File: config.mk
export PLATFORM = sky130hd
export DESIGN_NAME = ring_count_seq
export DESIGN_NICKNAME = d
export VERILOG_FILES = /design/src/rtl/ring_pkg.sv /design/src/rtl/ring_sync.sv /design/src/rtl/ring_count_seq.sv
export SDC_FILE = /design/constraint.sdc
export NUM_CORES = 1
export LEC_CHECK = 0
export BUFFER_PORTS_ARGS = -buffer_cell sky130_fd_sc_hd__clkbuf_2
export CAP_MARGIN = 20
export CORE_UTILIZATION = 39
export DETAILED_ROUTE_END_ITERATION = 12
export GPL_ROUTABILITY_DRIVEN = 0
export PLACE_DENSITY = 0.6
export SLEW_MARGIN = 5
export SYNTH_ARGS = -nofsm -noshare
export SYNTH_HDL_FRONTEND = slang
export SYNTH_SLANG_ARGS = --single-unit
File: constraint.sdc
create_clock -name ring_clk -period 6.75 [get_ports ring_clk]
set_input_delay 1.0125 -clock ring_clk [delete_from_list [all_inputs] [get_ports ring_clk]]
set_output_delay 1.0125 -clock ring_clk [all_outputs]
set_load 0.05 [all_outputs]
File: src/rtl/ring_pkg.sv
// ring_pkg: shared state encoding and default sizing for the ring counter sequencer
package ring_pkg;
    typedef enum logic [2:0] {
        IDLE     = 3'd0,
        ARM      = 3'd1,
        COUNT    = 3'd2,
        PUBLISH  = 3'd3,
        WAIT_ACK = 3'd4
    } ring_state_t;
    localparam int RING_COUNT_BITS  = 17;
    localparam int RING_SYNC_STAGES = 2;
endpackage

File: src/rtl/ring_sync.sv
// ring_sync: STAGES-deep single-bit synchronizer into the ring_clk domain
module ring_sync #(
    parameter int STAGES = 2
) (
    input  logic ring_clk,
    input  logic counter_resetb,
    input  logic d,
    output logic q
);
    logic [STAGES-1:0] ff;
    always_ff @(posedge ring_clk or negedge counter_resetb)
        if (!counter_resetb) ff <= '0;
        else ff <= {ff[STAGES-2:0], d};
    assign q = ff[STAGES-1];
endmodule

File: src/rtl/ring_count_seq.sv
// ring_count_seq: gated ring_clk cycle counter with toggle-handshake result publish
module ring_count_seq
    import ring_pkg::*;
#(
    parameter int COUNT_BITS  = RING_COUNT_BITS,
    parameter int SYNC_STAGES = RING_SYNC_STAGES
) (
    input  logic                  ring_clk,
    input  logic                  counter_resetb,
    input  logic                  gate_i,
    input  logic                  meas_req_tgl_i,
    input  logic                  result_ack_tgl_i,
    output logic [COUNT_BITS-1:0] count_o,
    output logic                  overflow_o,
    output logic                  result_req_tgl_o,
    output logic                  busy_o
);
    ring_state_t state, state_nxt;
    logic gate_sync, req_sync, ack_sync, gate_d, req_d, ack_d;
    logic req_evt, ack_evt, gate_rise, pending, ovf, start;
    logic [COUNT_BITS-1:0] counter;

    ring_sync #(.STAGES(SYNC_STAGES)) u_gate_sync (.ring_clk(ring_clk), .counter_resetb(counter_resetb), .d(gate_i), .q(gate_sync));
    ring_sync #(.STAGES(SYNC_STAGES)) u_req_sync (.ring_clk(ring_clk), .counter_resetb(counter_resetb), .d(meas_req_tgl_i), .q(req_sync));
    ring_sync #(.STAGES(SYNC_STAGES)) u_ack_sync (.ring_clk(ring_clk), .counter_resetb(counter_resetb), .d(result_ack_tgl_i), .q(ack_sync));

    assign req_evt   = req_sync ^ req_d;
    assign ack_evt   = ack_sync ^ ack_d;
    assign gate_rise = gate_sync & ~gate_d;
    assign start     = (state == IDLE) && (req_evt || pending);
    assign busy_o    = state != IDLE;

    always_ff @(posedge ring_clk or negedge counter_resetb)
        if (!counter_resetb) state <= IDLE;
        else state <= state_nxt;

    always_comb begin
        state_nxt = state;
        unique case (state)
            IDLE:     state_nxt = start ? ARM : IDLE;
            ARM:      state_nxt = gate_rise ? COUNT : ARM;
            COUNT:    state_nxt = gate_sync ? COUNT : PUBLISH;
            PUBLISH:  state_nxt = WAIT_ACK;
            WAIT_ACK: state_nxt = ack_evt ? IDLE : WAIT_ACK;
            default:  state_nxt = IDLE;
        endcase
    end

    always_ff @(posedge ring_clk or negedge counter_resetb)
        if (!counter_resetb) begin
            {gate_d, req_d, ack_d} <= '0;
            pending          <= 1'b0;
            counter          <= '0;
            ovf              <= 1'b0;
            count_o          <= '0;
            overflow_o       <= 1'b0;
            result_req_tgl_o <= 1'b0;
        end else begin
            {gate_d, req_d, ack_d} <= {gate_sync, req_sync, ack_sync};
            // requests arriving while busy collapse into a single pending slot
            pending <= (state == IDLE) ? 1'b0 : (pending | req_evt);
            if (start) counter <= '0;
            if (state == ARM && gate_rise) begin
                counter <= COUNT_BITS'(1);
                ovf     <= 1'b0;
            end
            if (state == COUNT && gate_sync) begin
                if (&counter) ovf <= 1'b1;
                else counter <= counter + COUNT_BITS'(1);
            end
            if (state == PUBLISH) begin
                count_o          <= counter;
                overflow_o       <= ovf;
                result_req_tgl_o <= ~result_req_tgl_o;
            end
        end
endmodule
==> results.json <==
{
  "status": "completed",
  "worstPathArrival_ns": 2.72,
  "hold_viol": 0,
  "pwr-share-comb_pct": 21.8,
  "synthToLayoutAreaGrowth_pct": 14.99,
  "hp-start": "u_req_sync.ff[0]",
  "initial_core_util_pct": 40.46,
  "clock-skew-final_ns": 0.007161,
  "cts.sinks": 50,
  "grtUsageTotal_pct": 14.55,
  "fin_crit_ns": 2.507,
  "numPortBuffers": 24,
  "seqPwrFrac_pct": 48.9,
  "synth.avg_cell_area_um2": 12.01,
  "slew_headroom_pct": 31.90,
  "end_kind": "register",
  "holdBufCountCts": 0,
  "syn_inst": 171,
  "whs_endpoint": "u_req_sync.ff[1]",
  "netlist-cell-type-count": 34,
  "synth_fp_nets": 178,
  "synth-seq-area-share_pct": 60.94,
  "io_pins": 25,
  "cts_tree": "built",
  "ant_nets": 0,
  "root_buffer": "clkbuf_8",
  "hold_path_class": "register to register",
  "clockPowerShare_pct": 29.3,
  "vias_per_cell": 4.873,
  "rsz0062_at_grt": "false",
  "fp.dieArea_mm2": 0.005559,
  "syn_area_mm2": 0.002053,
  "grt_overflow": 0,
  "wl_per_cell_um": 12.99,
  "cts_buffers": 5,
  "yosysWarnings": 0,
  "place_area_mm2": 0.002248,
  "synth_area_leader_cell": "dfrtp_1",
  "max_cap_viol_count": 0,
  "core-area_mm2": 0.005075,
  "cts.path.max_buffers": 2,
  "path_class": "register to register",
  "p_int_w": 0.0004876,
  "worst_pin_slew_ns": 1.018,
  "slew_viol_final": 0,
  "n_antenna_cell": 0,
  "first_pass_iters": 4,
  "ys_top_cells_by_area": "dfrtp_1 (61%), mux2_2 (8.8%), xnor2_1 (3.8%), nor2_1 (2.4%), nand2_1 (2.0%)",
  "r2r_end": "counter[14]",
  "grt_max_degree": 51,
  "layout.nets": 205,
  "p_leak_nw": 1.102,
  "grt_pass1_wl_um": 5961,
  "path_cells": "and4_1 > nand2_1 > nor4_1 > ha_1 > nand3b_1 > or3_1 > or4_1 > a21oi_1",
  "cp_slowest_stage_delay_ns": 0.45,
  "cp_slowest_cell": "dfrtp_1",
  "ir_drop_mv": 0.1372,
  "num_rows": 26,
  "period_share_pct": 37.15,
  "fp.dieH_um": 74.56,
  "seq_area_mm2": 0.001251,
  "p_sw_share_pct": 31.85,
  "power_density_mw_per_mm2": 303.1,
  "reg2reg_depth": 8,
  "worstPathMaxFanout": 8,
  "postCtsSetupBuffers": 0,
  "fmax_ghz": 0.3988,
  "hold-path-cell-count": 0,
  "cts-htree-levels": 2,
  "clock_latency_ns": 0.30,
  "synth_top_cell_area_share_pct": 60.94,
  "vias": 1306,
  "wirelength_um": 3480,
  "multi_input_area_um2": 767.0,
  "start_kind": "register",
  "reg2reg_from": "counter[8]",
  "hpwl_um": 2285,
  "drtIter0Drc": 75,
  "finalInstanceArea_mm2": 0.002361,
  "fillCellCount": 522,
  "drc_errors": 0,
  "asyncSetResetFlopFracSynth_pct": 100.0,
  "setup_viol": 0,
  "synth_enable_flop_cells": 0,
  "ctsResizeCount": 0,
  "ys_ff_latch": 50,
  "reg2reg_slack_ns": 4.24,
  "switching_power_w": 0.0002279,
  "critPathRequiredTime_ns": 6.96,
  "synthFlopType": "dfrtp_1",
  "finalSetupTns_ns": 0,
  "grt_pass1_vias": 1225,
  "antenna_found_initial": 0,
  "path_clk_slew_ns": 0.08,
  "die_w_um": 74.56,
  "drive_gt1_share_pct": 25.25
}
## placed cells by master (no fill, tap or decap), types with 4 or more instances in the layout
cell type and count:
inv_1 4, nor2_1 13, nand3_1 8, mux2_2 16
dfrtp_1 50, clkbuf_8 6, a21oi_1 8, xnor2_1 9
o21ai_0 8, nand2_1 11, clkbuf_2 24, nor4_1 4
## logic make-up (layout without fill, tap and decap cells)
logic type / Yosys count / in the layout / synth area share (%)
and+or+nand+nor: 58 / 58 / 15.17
DFF: 50 / 50 / 60.94
AOI/OAI and AO/OA: 24 / 24 / 6.947
muxes: 18 / 18 / 9.750
xor gates and xnor gates: 10 / 10 / 4.266
buffers and inverters: 9 / 36 / 1.706
adders and majority gates: 2 / 2 / 1.219
## worst max-delay path, delay by kind of cell, from the launching register on
family / cells / cell delay [ns]
fa+ha+maj: 1 / 0.28
simple gates: 6 / 1.54
compound gates: 1 / 0.15
flops: 1 / 0.45
## how the worst max path moves through the flow
stage | startpoint | to | cells after the start
after floorplan | counter[8] | counter[14] | 9
after global placement | counter[8] | counter[14] | 8
after detailed placement | counter[8] | counter[14] | 8
after CTS | counter[8] | counter[14] | 8
after global routing | counter[8] | counter[14] | 8
final | counter[8] | counter[14] | 8
## per-layer routing
| layer | routed length [µm] | track usage [%] | up-vias |
|---|---|---|---|
| li1 | - | - | 656 |
| met1 | 1777 | 20.32 | 617 |
| met2 | 1504 | 21.22 | 25 |
| met3 | 126 | 4.065 | 8 |
| met4 | 72 | 6.289 | 0 |
| met5 | 0 | 0 | - |
## power by group through the flow
stage                     registers, W  clock network, W  logic (W)
after floorplan               0.000376                 0  0.0000946
after global placement        0.000355                 0   0.000159
after detailed placement      0.000355                 0   0.000159
after CTS                     0.000350          0.000217   0.000159
after global routing          0.000355          0.000231   0.000170
final                         0.000350          0.000210   0.000156
## metrics by stage
step	instances	utilization, %	hold slack, ns	total power [W]	setup slack [ns]
finish	268	46.52	0.3526	0.0007156	4.243
global route	268	46.52	0.3729	0.0007562	4.068
CTS	268	46.52	0.3542	0.0007263	4.249
detailed placement	261	44.30	0.3347	0.0005143	4.274
global placement	261	44.30	0.3336	0.0005143	4.359
floorplan	171	-	0.3312	0.0004708	4.477
## cell usage after synthesis (2+ instances only)
cell       number
a21oi_1         8
buf_1           2
clkbuf_1        2
dfrtp_1        50
ha_1            2
inv_1           4
mux2_2         16
mux2i_1         2
nand2_1        11
nand2b_1        2
nand3_1         8
nand3b_1        3
nand4_1         3
nor2_1         13
nor3_1          3
nor4_1          4
o2111ai_1       2
o21ai_0         8
o31ai_1         3
or3_1           3
xnor2_1         9
## final cells by class
type                       count  area share [%]
clock buffer                   6           3.498
clock inverter                 1           1.272
inverter                       4          0.6359
multi-input combinational    112           32.49
sequential                    50           52.99
tap                           70           3.710
timing repair buffer          25           5.405
## registers in the layout, summed over array words and instances, names as in the netlist
name and flops:
count_o 17, counter 17, state 3, u_ack_sync.ff 2
u_gate_sync.ff 2, u_req_sync.ff 2, ack_d 1, gate_d 1
overflow_o 1, ovf 1, pending 1, req_d 1
result_req_tgl_o 1
(Power assumes the default switching activity.)
